$ cat src/rtl/ctrl_proto_monitor.sv
// Passive monitor for a reset -> guard -> run bring-up sequence and per-channel
// req/ack handshakes. Provides sticky errors, a first-error channel, and handshake coverage counts.
module ctrl_proto_monitor #(
    parameter int NUM_CH         = 4,
    parameter int MIN_RST_CYCLES = 2,
    parameter int GUARD_CYCLES   = 4,
    parameter int TIMEOUT        = 16,
    parameter int CNT_W          = 8,
    parameter int HAS_CHECKS     = 1,
    parameter int HAS_COVERAGE   = 1
) (
    input  logic                                        clk,
    input  logic                                        reset,
    input  logic [NUM_CH-1:0]                           req_i,
    input  logic [NUM_CH-1:0]                           ack_i,
    input  logic                                        clr_err_i,
    output logic [1:0]                                  state_o,
    output logic [3:0]                                  err_vec_o,
    output logic                                        err_pulse_o,
    output logic                                        first_err_valid_o,
    output logic [((NUM_CH > 1) ? $clog2(NUM_CH) : 1)-1:0] first_err_ch_o,
    output logic [NUM_CH*CNT_W-1:0]                     cov_cnt_o
);

    localparam int CH_W   = (NUM_CH > 1) ? $clog2(NUM_CH) : 1;
    localparam int RST_W  = $clog2(MIN_RST_CYCLES + 1);
    localparam int GRD_W  = (GUARD_CYCLES > 1) ? $clog2(GUARD_CYCLES) : 1;
    localparam int WAIT_W = $clog2(TIMEOUT);

    localparam logic [RST_W-1:0]  RST_MIN   = RST_W'(MIN_RST_CYCLES);
    localparam logic [GRD_W-1:0]  GRD_LAST  = GRD_W'(GUARD_CYCLES - 1);
    localparam logic [WAIT_W-1:0] WAIT_LAST = WAIT_W'(TIMEOUT - 1);
    localparam logic [CNT_W-1:0]  CNT_MAX   = '1;

    typedef enum logic [1:0] {
        ST_RESET = 2'd0,
        ST_GUARD = 2'd1,
        ST_RUN   = 2'd2
    } state_e;

    typedef struct packed {
        logic              pending;
        logic              blocked;
        logic [WAIT_W-1:0] wait_cnt;
    } ch_t;

    state_e            state_q, state_d;
    logic [GRD_W-1:0]  guard_q, guard_d;
    logic [RST_W-1:0]  rst_cnt_q, rst_cnt_d;
    ch_t               ch_q [NUM_CH];
    ch_t               ch_d [NUM_CH];
    logic [CNT_W-1:0]  cov_q [NUM_CH];
    logic [CNT_W-1:0]  cov_d [NUM_CH];
    logic [3:0]        err_vec_q, err_vec_d;
    logic              err_pulse_q, err_pulse_d;
    logic              first_valid_q, first_valid_d;
    logic [CH_W-1:0]   first_ch_q, first_ch_d;

    logic [3:0]        det;
    logic [NUM_CH-1:0] tmo_hit, spur_hit, done;
    logic [CH_W-1:0]   det_ch;

    always_comb begin
        // NOTE: every variable gets a default first so no path leaves it unassigned (no latches).
        state_d   = state_q;
        guard_d   = guard_q;
        ch_d      = ch_q;
        cov_d     = cov_q;
        tmo_hit   = '0;
        spur_hit  = '0;
        done      = '0;
        det       = '0;
        rst_cnt_d = '0;
        if (reset) rst_cnt_d = (rst_cnt_q < RST_MIN) ? rst_cnt_q + 1'b1 : rst_cnt_q;

        case (state_q)
            ST_RESET: begin
                state_d = ST_GUARD;
                guard_d = '0;
                det[0]  = (rst_cnt_q < RST_MIN);
            end
            ST_GUARD: begin
                det[1] = (|req_i) || (|ack_i);
                if (guard_q == GRD_LAST) state_d = ST_RUN;
                else                     guard_d = guard_q + 1'b1;
            end
            ST_RUN: begin
                for (int k = 0; k < NUM_CH; k++) begin
                    if (ch_q[k].blocked) begin
                        if (!req_i[k]) ch_d[k].blocked = 1'b0;
                    end else if (ch_q[k].pending) begin
                        if (ack_i[k]) begin
                            ch_d[k].pending = 1'b0;
                            done[k]         = 1'b1;
                        end else if (ch_q[k].wait_cnt == WAIT_LAST) begin
                            ch_d[k].pending = 1'b0;
                            ch_d[k].blocked = 1'b1;
                            tmo_hit[k]      = 1'b1;
                        end else begin
                            ch_d[k].wait_cnt = ch_q[k].wait_cnt + 1'b1;
                        end
                    end else if (ack_i[k]) begin
                        // Ack together with req is a zero-latency handshake, not spurious.
                        if (req_i[k]) done[k]     = 1'b1;
                        else          spur_hit[k] = 1'b1;
                    end else if (req_i[k]) begin
                        ch_d[k].pending  = 1'b1;
                        ch_d[k].wait_cnt = WAIT_W'(1);
                    end
                    if (done[k] && HAS_COVERAGE != 0 && cov_q[k] != CNT_MAX)
                        cov_d[k] = cov_q[k] + 1'b1;
                end
            end
            default: state_d = ST_RESET;
        endcase

        det[2] = |tmo_hit;
        det[3] = |spur_hit;
        if (HAS_CHECKS == 0) det = '0;
    end

    always_comb begin
        det_ch = '0;
        for (int k = NUM_CH - 1; k >= 0; k--)
            if (tmo_hit[k] || spur_hit[k]) det_ch = CH_W'(k);

        // A detection in the same cycle as a clear wins over the clear.
        err_vec_d     = (clr_err_i ? 4'b0 : err_vec_q) | det;
        err_pulse_d   = |det;
        first_valid_d = first_valid_q & ~clr_err_i;
        first_ch_d    = clr_err_i ? '0 : first_ch_q;
        if ((|det) && !first_valid_d) begin
            first_valid_d = 1'b1;
            first_ch_d    = det_ch;
        end
    end

    // NOTE: sequential state uses non-blocking assignments only; blocking ones live in always_comb.
    always_ff @(posedge clk) begin
        rst_cnt_q <= rst_cnt_d;
        if (reset) begin
            state_q       <= ST_RESET;
            guard_q       <= '0;
            err_vec_q     <= '0;
            err_pulse_q   <= 1'b0;
            first_valid_q <= 1'b0;
            first_ch_q    <= '0;
            // NOTE: per-channel arrays are reset because their contents are architecturally visible.
            for (int k = 0; k < NUM_CH; k++) begin
                ch_q[k]  <= '0;
                cov_q[k] <= '0;
            end
        end else begin
            state_q       <= state_d;
            guard_q       <= guard_d;
            err_vec_q     <= err_vec_d;
            err_pulse_q   <= err_pulse_d;
            first_valid_q <= first_valid_d;
            first_ch_q    <= first_ch_d;
            ch_q          <= ch_d;
            cov_q         <= cov_d;
        end
    end

    assign state_o           = state_q;
    assign err_vec_o         = err_vec_q;
    assign err_pulse_o       = err_pulse_q;
    assign first_err_valid_o = first_valid_q;
    assign first_err_ch_o    = first_ch_q;

    always_comb begin
        cov_cnt_o = '0;
        for (int k = 0; k < NUM_CH; k++)
            if (HAS_COVERAGE != 0) cov_cnt_o[k*CNT_W +: CNT_W] = cov_q[k];
    end

endmodule

$ cat config.mk
export PLATFORM = sky130hd
export DESIGN_NAME = ctrl_proto_monitor
export DESIGN_NICKNAME = d
export VERILOG_FILES = /design/src/rtl/ctrl_proto_monitor.sv
export SDC_FILE = /design/constraint.sdc
export NUM_CORES = 1
export LEC_CHECK = 0
export CAP_MARGIN = 20
export CORE_MARGIN = 8
export CORE_UTILIZATION = 27
export DETAILED_ROUTE_END_ITERATION = 8
export GPL_TIMING_DRIVEN = 0
export MAX_ROUTING_LAYER = met4
export PLACE_DENSITY_LB_ADDON = 0.15
export SLEW_MARGIN = 20
export SYNTH_ARGS = -nofsm -noshare
export SYNTH_HDL_FRONTEND = slang
export SYNTH_SLANG_ARGS = --single-unit
$ cat constraint.sdc
create_clock -name clk -period 3 [get_ports clk]
set_clock_uncertainty 0.15 [all_clocks]
set_input_delay 0.3 -clock clk [delete_from_list [all_inputs] [get_ports clk]]
set_output_delay 0.3 -clock clk [all_outputs]
set_load 0.02 [all_outputs]
; ---- Yosys cells after proc, flatten, opt, wreduce, memory -nomap -nowiden
; Index checks and enable logic that the tools add are counted.
[word_totals]
register_bits = 70
elab_cells = 216
out_inout_bits = 42
in_bits = 11
[op_classes]
magnitude_cmp = 1
reduce_logical = 37
bitwise_logic = 12
n_eq_ne = 17
n_mux = 116
addsub = 10
[ops]
columns = op, n
row1 = two-way mux 1 bit, 79
row2 = two-way mux 4 bit, 19
row3 = "adder 8 x 1 -> 8 bit, second input constant", 4
row4 = "inequality test 8 bit, second input constant", 4
row5 = two-way mux 2 bit, 12
row6 = two-way mux 5 bit, 4
row7 = AND reduction 2 bit, 10
row8 = AND reduction 5 bit, 4
row9 = "adder 4 x 1 -> 4 bit, second input constant", 4
row10 = "equality test 4 bit, second input constant", 4
row11 = OR reduction 4 bit, 4
row12 = "inequality test 2 bit, second input constant", 6
row13 = nonzero test 2 bit, 6
row14 = NOT 1 bit, 10
row15 = OR reduction 10 bit, 1
row16 = case mux 2 bit (3 select lines), 1
row17 = logical AND 1 bit, 5
row18 = logical OR 1 bit, 5
row19 = "adder 2 x 1 -> 2 bit, second input constant", 2
row20 = "equality test 2 bit, second input constant", 2
row21 = OR 4 bit, 1
row22 = case mux 2 bit (2 select lines), 1
row23 = "equality test 2 x 1 -> 1 bit, second input constant", 1
row24 = logical NOT 2 bit, 1
row25 = other kinds (3), 3

; ---- Logic depth before layout (Yosys ltp)
[logic_depth]
ltp_word = 12
depth_mapped = 6
mapped_depth_nobuf = 6

; ---- Worst setup path before layout
; Ideal clock, no wire load.
[synth_timing]
kind = register to register
start = register cov_q (netlist bit cov_cnt_o[0])
end = register cov_q (netlist bit cov_cnt_o[0])
period_less_slack_ps = 1998
setup_time_ps = 128
path_buffers = 0
arrival_time_ps = 1721
required_ps = 2722
slack_ps = 1002
stages_incl_launch_ff = 7
path_cell_list = dfxtp_1 ha_1 nand2_1 nor3_1 nor2_1 xnor2_1 nor2_1
[synth_between]
elab_chain_cells = 3
word_cells_on_any_way = 4
cone_classes = add/sub (1) / eq/ne (1) / reduce/logical (2)
[synth_lines]
columns = item, line_no
row1 = start: declaration, 52  ; logic [CNT_W-1:0] cov_q [NUM_CH];
row2 = start signal: assignment, 161  ; cov_q <= cov_d;
row3 = "parallel branches: the longest is 3 deep, another holds adder 8 x 1 -> 8 bit", -
; Parallel ways; which one is timed is not known.
; A chain may end at the register's enable or synchronous reset.

; ---- Worst setup path in the final report
[layout_timing]
start = register ch_q[12] (netlist name)
end = register first_ch_q[0] (netlist: first_err_ch_o[0])
[layout_between]
elab_chain_cells = 10
word_cells_on_any_way = 13
cone_classes = eq/ne (1) / mux (8) / reduce/logical (4)
[layout_lines]
columns = item, line_no
row1 = start: declaration, 50  ; ch_t ch_q [NUM_CH];
row2 = start signal: assignment, 160  ; ch_q <= ch_d;
row3 = equality test 4 bit (*), 95  ; end else if (ch_q[k].wait_cnt == WAIT_LAST) begin
row4 = two-way mux 1 bit (*), 95
row5 = two-way mux 1 bit (*), 92  ; if (ack_i[k]) begin
row6 = two-way mux 1 bit (*), 91  ; end else if (ch_q[k].pending) begin
row7 = two-way mux 1 bit (*), 89  ; if (ch_q[k].blocked) begin
row8 = two-way mux 4 bit (*), 76  ; case (state_q)
row9 = logical OR 1 bit, 125  ; if (tmo_hit[k] || spur_hit[k]) det_ch = CH_W'(k);
row10 = two-way mux 2 bit (2 in a row), 125
row11 = two-way mux 2 bit, 132  ; if ((|det) && !first_valid_d) begin
row12 = end signal: assignment, 159  ; first_ch_q <= first_ch_d;
row13 = end: declaration, 57  ; logic [CH_W-1:0] first_ch_q, first_ch_d;
; Mark *: on every way between the ends. The rest lies on a longest branch, timed or not.

==> results.md <==
- CTS sink count: 70
- Period utilization: 0.726
- Final hold violations: 0
- Area leader, netlist: dfxtp_1
- Post_cts resized: 0
- Most common cell after layout, fill and taps aside: dfxtp_1
- Hold Crit Endpoint: ch_q[16]
- Netlist cell types: 51
- Seq/Total Area, Yosys: 0.417
- Dpl cells: 611
- EDFF count, synth: 0
- Post-synthesis area per instance: 8.55 um2
- # H-tree levels: 3
- Setup violations, final: 0
- Syn. warnings: 0
- PD cells: 467 mW/mm2
- R2r setup slk: 0.82 ns
- Syn Nets: 413
- Routed wire length: 8560 um
- Top cells by area, synth: dfxtp_1 (42%), nor2_1 (6.6%), xnor2_1 (6.5%), a21oi_1 (4.8%), ha_1 (3.4%)
- Reg-to-reg endpoint: first_err_ch_o[0]
- Share of the synthesized area in the top cell type: 0.417
- Worst Tran Pin Value: 0.901 ns
- CP peak stage delay: 0.74 ns
- Layout area overhead: 29.1%
- Hold path startpoint: ack_i[1]
- I/O Buffers: 50
- Post-DP Area: 0.00407 mm2
- Worst VDD drop: 0.217 mV
- Type of element capturing the critical path: register
- # fillers: 1276
- Share of cells above drive strength 1: 0.0784
- Clk_lat worst skew: 0.33 ns
- CP cell instances: ha_1 -> nand4_1 -> nor3_1 -> o41ai_1 -> a21oi_1 -> o22ai_1
- First-pass DRT Iterations: 4
- Area of the core: 0.0121 mm2
- # DRC: 0
- P_leak: 0.00143 uW
- Crit path DAT: 2.29 ns
- Slew Limit Headroom: 0.395
- Tmin final: 2.18 ns
- Worst r2r path cells: 6
- Initial core utilization: 0.279
- RePlAce Congestion: 0.766
- Commonest non-fill, non-tap cells in the layout: dfxtp_1 (70), nor2_1 (59), clkdlybuf4s50_1 (50)
- CTS buffer count: 9
- Critical path class: reg2reg
- Ys async rst share: 0
- Initial antenna violation count: 0
- Worst EP required: 3.11 ns
- Max Root-Sink Buffers: 2
- Final slew viol count: 0
- DP HPWL: 6380 um
- Overall routing resource usage: 0.112
- Row count: 40
- Buffer and inverter count on the worst path: 0
- Worst R2R Start: ch_q[12]
- Post-route cell area: 0.00434 mm2
- Setup bufs post-CTS: 0
- First-pass GRT wire length: 14100 um
- Net count, final: 474
- Die area: 0.0163 mm2
- Initial DRC Count: 129
- Cell count of the worst hold path: 4
- Vias in the first global route: 2791
- DP Worst Slack: 0.548 ns
- CP max-delay cell: o41ai_1
- Routed Antenna Nets: 0
- Post-synthesis cell count: 393
- ANT cells: 0
- RSZ-0062 raised after global routing: no
- Crit path launch type: register
- Hold_buf cts: 0
- Max Clock Freq: 459 MHz
- Outcome: finished clean
- Top_reg_cell synth: dfxtp_1
- Clk pin slew, worst setup/hold paths: 0.05 ns
- Global route overflow: 0
- Clock tree from TritonCTS: built
- Setup TNS: 0 ns
- Clk Tree Root Cell: clkbuf_16
- Crit-path max FO: 4
- Final Power: 2030 uW
- Die width: 128 um
- DIE HEIGHT: 128 um
- Hold Crit Class: in2reg
- Yosys reg bits: 70
- Vias: 2921
- Total of max-cap violations: 0
- Largest net degree at the start of global routing: 12
- Kind of cell adding the most delay to the critical path: compound AO/OA/AOI/OAI gates
- Wire per inst: 13.7 um
- Cell Count, Final, Fillers Out: 627
- Final WS setup: 0.821 ns
- Post-Syn Area: 0.00336 mm2
- Routed vias/inst: 4.66
- Number of I/O pins: 53
## worst min-delay path, cell delays in order
cell     delay, ns
buf_6         0.11
nor3_1        0.07
nand2_1       0.07
a21oi_1       0.05
## metrics by stage
stage	hold slack [ns]	utilization
6_report	0.172	0.360
5_1_grt	0.192	0.360
4_1_cts	0.163	0.360
3_5_place_dp	0.316	0.337
3_3_place_gp	0.304	0.337
2_1_floorplan	0.298	-
## cells in the mapped netlist, drive strengths merged, types with 3 or more instances
master  instances
a21o            3
a21oi          32
and2            4
buf             5
clkbuf          9
dfxtp          70
ha              9
inv             7
mux2i           4
nand2          29
nand3          18
nand4           8
nand4b          6
nor2           59
nor2b           8
nor3           19
nor3b          11
nor4           11
o21ai          19
or2             5
xnor2          25
## registers in the layout, indices dropped and copies added (netlist names)
signal             count
err_vec_o              4
guard_q                2
cov_cnt_o             32
state_o                2
first_err_valid_o      1
rst_cnt_q              2
err_pulse_o            1
first_err_ch_o         2
ch_q                  24
## power breakdown
| part | internal [uW] | switching, uW | total (uW) |
|---|---|---|---|
| logic | 46.4 | 62.2 | 109 |
| clock network | 574 | 390 | 964 |
| registers | 943 | 10.6 | 954 |
## metal layers
layer / routed length [um] / part of all wire / global-route usage / vias up
met5: 0 / 0 / - / -
met4: 163 / 0.019 / 0.0525 / 0
met3: 302 / 0.035 / 0.0283 / 15
met2: 3970 / 0.46 / 0.174 / 37
met1: 4130 / 0.48 / 0.135 / 1347
li1: - / - / - / 1522
## layout make-up
cell class	instances	area, um2	area share
Clock buffer	11	243	0.0560
Inverter	7	26.3	0.00606
Timing Repair Buffer	50	500	0.115
Buffer	14	71.3	0.0164
Clock inverter	5	25.0	0.00577
Sequential cell	70	1400	0.323
Multi-Input combinational cell	302	1860	0.429
Tap cell	168	210	0.0485
## worst max path at each step
stage	startpoint	end	slack, ns	cells past startpoint
6_report	ch_q[12]	first_err_ch_o[0]	0.82	6
5_1_grt	ch_q[12]	first_err_ch_o[0]	0.64	6
4_1_cts	ch_q[12]	first_err_ch_o[0]	0.82	6
3_5_place_dp	ack_i[3]	first_err_ch_o[0]	0.55	5
3_3_place_gp	ack_i[3]	first_err_ch_o[0]	0.55	5
2_1_floorplan	cov_cnt_o[0]	cov_cnt_o[0]	1.00	6
## cells by family after synthesis
group | synth area share
flops | 0.417
mux | 0.0119
xor+xnor | 0.0704
buf+inv | 0.0290
fa+ha+maj | 0.0335
compound gates | 0.133
simple gates | 0.305
No activity file was read; power rests on OpenSTA's default activity.
